## config.mk

```make
export PLATFORM = sky130hd
export DESIGN_NAME = reg_file_mp
export DESIGN_NICKNAME = d
export VERILOG_FILES = /design/src/rtl/reg_file_pkg.sv /design/src/rtl/reg_scoreboard.sv /design/src/rtl/reg_file_mp.sv
export SDC_FILE = /design/constraint.sdc
export NUM_CORES = 2
export LEC_CHECK = 0
export ABC_CLOCK_PERIOD_IN_PS = 5200
export BUFFER_PORTS_ARGS = -buffer_cell sky130_fd_sc_hd__buf_2
export CAP_MARGIN = 25
export CORE_MARGIN = 5
export CORE_UTILIZATION = 30
export CTS_CLUSTER_DIAMETER = 200
export CTS_CLUSTER_SIZE = 24
export DETAILED_ROUTE_END_ITERATION = 10
export PLACE_DENSITY_LB_ADDON = 0.3
export SYNTH_ARGS = -nofsm -noshare
export SYNTH_HDL_FRONTEND = slang
export SYNTH_SLANG_ARGS = --single-unit
```

## constraint.sdc

```tcl
create_clock -name clk -period 5.2 [get_ports clk]
set_input_delay 1.04 -clock clk [delete_from_list [all_inputs] [get_ports clk]]
set_output_delay 1.04 -clock clk [all_outputs]
set_load 0.05 [all_outputs]
```

## src/rtl/reg_file_pkg.sv

```systemverilog
// Shared types and constants for the multi-port register file.
// Imported by reg_file_mp and reg_scoreboard.
package reg_file_pkg;

  typedef enum logic {
    CLEAR = 1'b0,
    RUN   = 1'b1
  } state_e;

  localparam int ZERO_REG = 0;

endpackage

```

## src/rtl/reg_scoreboard.sv

```systemverilog
// Per-register busy bits: issue sets, writeback clears, set wins.
// Lookups mask out registers being written back this cycle.
module reg_scoreboard
  import reg_file_pkg::*;
#(
  parameter  int DEPTH  = 32,
  parameter  int NREAD  = 2,
  parameter  int NWRITE = 2,
  localparam int AW     = $clog2(DEPTH)
) (
  input  logic                 clk,
  input  logic                 rst_n,
  input  logic                 i_clr,
  input  logic                 i_set_en,
  input  logic [AW-1:0]        i_set_addr,
  input  logic [NWRITE-1:0]    i_wr_en,
  input  logic [NWRITE*AW-1:0] i_wr_addr,
  input  logic [NREAD*AW-1:0]  i_rd_addr,
  output logic [NREAD-1:0]     o_busy
);

  logic [DEPTH-1:0] r_busy;
  logic [DEPTH-1:0] w_nxt;

  always_comb begin
    w_nxt = r_busy;
    for (int j = 0; j < NWRITE; j++) begin
      if (i_wr_en[j]) w_nxt[i_wr_addr[j*AW +: AW]] = 1'b0;
    end
    if (i_set_en && i_set_addr != AW'(ZERO_REG))
      w_nxt[i_set_addr] = 1'b1;
    if (i_clr) w_nxt = '0;
  end

  always_ff @(posedge clk or negedge rst_n) begin
    if (!rst_n) r_busy <= '0;
    else        r_busy <= w_nxt;
  end

  for (genvar gi = 0; gi < NREAD; gi++) begin : g_rd
    logic [AW-1:0] w_ra;
    logic          w_hit;
    assign w_ra = i_rd_addr[gi*AW +: AW];
    always_comb begin
      w_hit = 1'b0;
      for (int j = 0; j < NWRITE; j++) begin
        if (i_wr_en[j] && i_wr_addr[j*AW +: AW] == w_ra)
          w_hit = 1'b1;
      end
    end
    assign o_busy[gi] = r_busy[w_ra] & ~w_hit;
  end

endmodule

```

## src/rtl/reg_file_mp.sv

```systemverilog
// Multi-port integer register file with write bypass, busy
// scoreboard and a hardware clear sequencer; x0 reads zero.
module reg_file_mp
  import reg_file_pkg::*;
#(
  parameter  int XLEN   = 32,
  parameter  int DEPTH  = 32,
  parameter  int NREAD  = 2,
  parameter  int NWRITE = 2,
  localparam int AW     = $clog2(DEPTH)
) (
  input  logic                   clk,
  input  logic                   rst_n,
  input  logic                   clr_req,
  output logic                   ready,
  input  logic [NREAD*AW-1:0]    rd_addr,
  output logic [NREAD*XLEN-1:0]  rd_data,
  output logic [NREAD-1:0]       rd_busy,
  input  logic [NWRITE-1:0]      we,
  input  logic [NWRITE*AW-1:0]   wa,
  input  logic [NWRITE*XLEN-1:0] wd,
  input  logic                   iss_en,
  input  logic [AW-1:0]          iss_addr
);

  state_e          r_state;
  state_e          w_nxt_state;
  logic [AW-1:0]   r_clr_ptr;
  logic [AW-1:0]   w_nxt_ptr;
  logic [XLEN-1:0] r_mem [DEPTH];

  logic              w_run;
  logic              w_wr_ok;
  logic [NWRITE-1:0] w_we;
  logic [NREAD-1:0]  w_sb_busy;

  assign w_run   = (r_state == RUN);
  // a clear request in RUN drops that cycle's writes and issues
  assign w_wr_ok = w_run & ~clr_req;
  assign w_we    = we & {NWRITE{w_wr_ok}};
  assign ready   = w_run;

  always_comb begin
    w_nxt_state = r_state;
    w_nxt_ptr   = r_clr_ptr;
    unique case (r_state)
      CLEAR: begin
        w_nxt_ptr = r_clr_ptr + AW'(1);
        if (r_clr_ptr == AW'(DEPTH-1)) w_nxt_state = RUN;
      end
      RUN: begin
        if (clr_req) begin
          w_nxt_state = CLEAR;
          w_nxt_ptr   = AW'(1);
        end
      end
      default: w_nxt_state = CLEAR;
    endcase
  end

  always_ff @(posedge clk or negedge rst_n) begin
    if (!rst_n) begin
      r_state   <= CLEAR;
      r_clr_ptr <= AW'(1);
    end else begin
      r_state   <= w_nxt_state;
      r_clr_ptr <= w_nxt_ptr;
    end
  end

  // storage is deliberately not reset; the clear sequencer zeroes it
  always_ff @(posedge clk) begin
    if (!w_run) begin
      r_mem[r_clr_ptr] <= '0;
    end else begin
      for (int j = 0; j < NWRITE; j++) begin
        if (w_we[j] && wa[j*AW +: AW] != AW'(ZERO_REG))
          r_mem[wa[j*AW +: AW]] <= wd[j*XLEN +: XLEN];
      end
    end
  end

  for (genvar gi = 0; gi < NREAD; gi++) begin : g_rd
    logic [AW-1:0]   w_ra;
    logic [XLEN-1:0] w_rd;
    assign w_ra = rd_addr[gi*AW +: AW];
    always_comb begin
      w_rd = r_mem[w_ra];
      for (int j = 0; j < NWRITE; j++) begin
        if (w_we[j] && wa[j*AW +: AW] == w_ra)
          w_rd = wd[j*XLEN +: XLEN];
      end
      if (!w_run || w_ra == AW'(ZERO_REG)) w_rd = '0;
    end
    assign rd_data[gi*XLEN +: XLEN] = w_rd;
    assign rd_busy[gi] = w_run & w_sb_busy[gi];
  end

  reg_scoreboard #(
    .DEPTH  (DEPTH),
    .NREAD  (NREAD),
    .NWRITE (NWRITE)
  ) u_sb (
    .clk        (clk),
    .rst_n      (rst_n),
    .i_clr      (w_run & clr_req),
    .i_set_en   (iss_en & w_wr_ok),
    .i_set_addr (iss_addr),
    .i_wr_en    (w_we),
    .i_wr_addr  (wa),
    .i_rd_addr  (rd_addr),
    .o_busy     (w_sb_busy)
  );

endmodule

```

==> results by group <==
Status
  – Status: completed

Cells and area
  – Commonest non-fill, non-tap cell in the layout: nand2_1
  – Most frequent cells in the layout: 1130 x nand2_1, 1024 x edfxtp_1, 999 x o21ai_0, 396 x mux2i_1, 277 x mux4_2
  – Share of cells above drive strength 1: 18.0%
  – Filler Cells Inserted: 20296
  – Layout Utilization: 33.9%
  – Area Growth Syn to Fin: 12.6%
  – Final #Nets: 5672

Floorplanning
  – Starting Density: 30.1%
  – Die area: 0.217 sq mm
  – Die Height: 466 um
  – # IOs: 162
  – Core box area: 0.207 sq mm
  – Die X: 466 um
  – Std-Cell Rows: 167

Power
  – Power share of the sequential group: 52.7%
  – Power, Total: 20.4 mW
  – LEAKAGE: 23.7 nW
  – Comb pwr share: 24.1%
  – Sw Share: 32.7%
  – P_int: 13.7 mW
  – Maximum vdd drop: 0.282 mV
  – Clk network pwr share: 23.1%
  – Switch Pwr: 6.67 mW
  – PwrDens: 291 mW/mm^2

STA
  – Worst Tran Pin Value: 1.11 ns
  – Fmax achieved: 193 MHz
  – Setup violators final: 0
  – Final worst setup slack: 0.0182 ns
  – Fin. max-slew vios: 0
  – RSZ-0062 raised after global routing: false
  – Tmin final: 5.18 ns
  – Slew margin rel.: 24.1%
  – Period utilisation layout: 99.6%
  – Setup TNS: 0 ns
  – Max Clock Skew: 0.0302 ns
  – Final Hold Vio Count: 0

Routing
  – Pre-antenna DRT Iters: 8
  – M1 WL: 95700 um
  – Highest metal used: met5
  – Wire per inst: 32.7 um
  – Met2 wire length: 130000 um
  – Metal3 WL: 23600 um
  – Drt total wl: 271000 um
  – # DRC: 0
  – Vias/cell: 6.01
  – Via count: 49818
  – Antenna Violating Nets Remaining: 0
  – Iter 0 DRT Violations: 6699

Synth
  – Post-synth top area share: 49.3%
  – Mapped Cells: 5715
  – Synthesized flop and latch total: 1062
  – Sequential fraction of the synthesis area: 50.9%
  – Post-Syn Area: 0.0623 sq mm
  – Post-synthesis cell type count: 62
  – Ys Warns: 0
  – Avg Inst Size Synth: 10.9 sq um
  – Ys flop type: edfxtp_1
  – Largest area contributor in the netlist: edfxtp_1
  – Top post-synthesis cells by area: edfxtp_1 49%, mux4_2 10%, o21ai_0 8.2%
  – Syn Nets: 5812
  – EDFF count, synth: 1024
  – Post-synth ARST share: 3.58%

Critical path
  – Worst Path Required: 4.16 ns
  – Critical R2R Launch: ready$_DFF_PN0_
  – Crit Reg-Reg Endpoint: r_mem[28][16]$_DFFE_PP_
  – Worst Path Arrival: 4.14 ns
  – CP Capture Type: primary output
  – R2R Setup Slk: 1.51 ns
  – Worst setup SP type: primary input
  – Kind of critical path: in -> out
  – CP max FO: 46
  – Register-to-Register Path Depth: 8

Clock tree
  – Root Driver: clkbuf_16
  – Worst-path clk slew: 0.12 ns
  – Post-CTS setup buffers: 0
  – Number of buffers created by CTS: 50
  – Max Root-Sink Buffers: 3
  – CTS Hold Bufs: 0
  – Resize count post-CTS: 1
  – CTS tree: done
  – Clock Sinks: 1062
  – Worst-Skew Late Latency: 0.71 ns
  – H-tree depth: 2

Hold path
  – Hold WC Path Type: in -> async

Global route
  – Gr ovfl total: 0
  – First-pass GRT wire length: 374000 um
  – Gr usage total: 24.1%
  – Largest net degree at the start of global routing: 66
  – Initial antenna violation count: 12
  – Vias in the first global route: 47575

Flow run
  – Max-cap viol count: 0

Placed design
  – DPL Wire Length: 165000 um
  – Gp weighted congestion: 0.906
  – # port buffers: 161
  – Pre-CTS setup slack: -0.0363 ns
-- metal layers --
metal / track usage, % / vias up
met3: 4.21 / 822
met2: 40.7 / 2919
met5: 0 / -
met1: 28.1 / 24914
li1: - / 21151
met4: 16.0 / 12
-- registers in the layout, indices dropped and copies added (netlist names) --
register and count:
u_sb.r_busy 32, ready 1, r_clr_ptr 5, r_mem 1024
-- kinds of logic (layout without fill, tap and decap cells) --
| kind of cell | after synthesis | in the layout | synth area share [%] |
|---|---|---|---|
| multiplexers | 734 | 734 | 17.5 |
| adder cells (fa/ha/maj) | 2 | 2 | 0.0401 |
| flip-flops | 1062 | 1062 | 50.9 |
| other | 0 | 4 | 0 |
| buffers and inverters | 773 | 643 | 5.14 |
| XOR/XNOR | 22 | 22 | 0.309 |
| AND/OR/NAND/NOR | 1486 | 1486 | 10.2 |
| AO/OA/AOI/OAI | 1636 | 1636 | 16.0 |
-- through the flow --
step           hold slack (ns)  cells  instance area [sq um]
6_report                 0.292   8293                  70200
5_1_grt                  0.291   8291                  70200
4_1_cts                  0.473   8279                  70000
3_5_place_dp             0.552   8217                  68600
3_3_place_gp             0.544   8208                  68400
2_1_floorplan            0.492   5715                  62300
-- worst max-delay path by stage --
stage | from | endpoint | cells past startpoint
after global placement | rd_addr[2] | rd_data[27] | 10
after CTS | rd_addr[6] | rd_data[36] | 10
after detailed placement | rd_addr[0] | rd_data[5] | 9
after global routing | rd_addr[2] | rd_data[9] | 9
final | rd_addr[2] | rd_data[9] | 9
after floorplan | wa[2] | r_mem[2][0]$_DFFE_PP_ | 7
-- final cells by class --
type,count,area (sq um),share of cell area (%)
Antenna cell,4,10.0,0.0143
Clock buffer,59,1310,1.86
Clock inverter,3,48.8,0.0695
Inverter,71,267,0.380
Multi-Input combinational cell,3880,28100,40.0
Sequential cell,1062,31700,45.2
Tap cell,2704,3380,4.82
Timing Repair Buffer,510,5380,7.67
-- cells in the mapped netlist, types with 18 or more instances --
cell type	n
nor2_1	61
nor2b_1	74
a32oi_1	29
inv_1	71
a211oi_1	77
dfrtp_1	37
buf_2	170
mux2i_1	396
a22o_1	125
nor3_1	20
nand2_1	1131
mux4_2	277
o221ai_1	31
buf_1	18
a22oi_1	159
o22ai_1	35
a2111oi_0	60
clkbuf_1	486
edfxtp_1	1024
nand3_1	43
a31oi_1	40
nand4_1	20
and2_1	24
nor4_1	36
o21ai_0	1026
mux2_2	61
a221o_1	31
-- power by group through the flow --
stage          Combinational, mW  Sequential, mW  Clock [mW]
2_1_floorplan               2.54            11.0           0
3_3_place_gp                4.77            10.9           0
3_5_place_dp                4.82            10.9           0
4_1_cts                     4.82            10.7        4.76
5_1_grt                     5.02            10.8        5.04
6_report                    4.92            10.8        4.72
-- worst max-delay path, cell delays in order --
cell	delay [ns]
buf_8	0.41
buf_4	0.39
mux2i_1	0.11
a22o_1	0.24
a2111oi_0	0.93
nor4_1	0.16
buf_4	0.24
o221ai_1	0.31
buf_12	0.19
No activity file was read; power rests on OpenSTA's default activity.
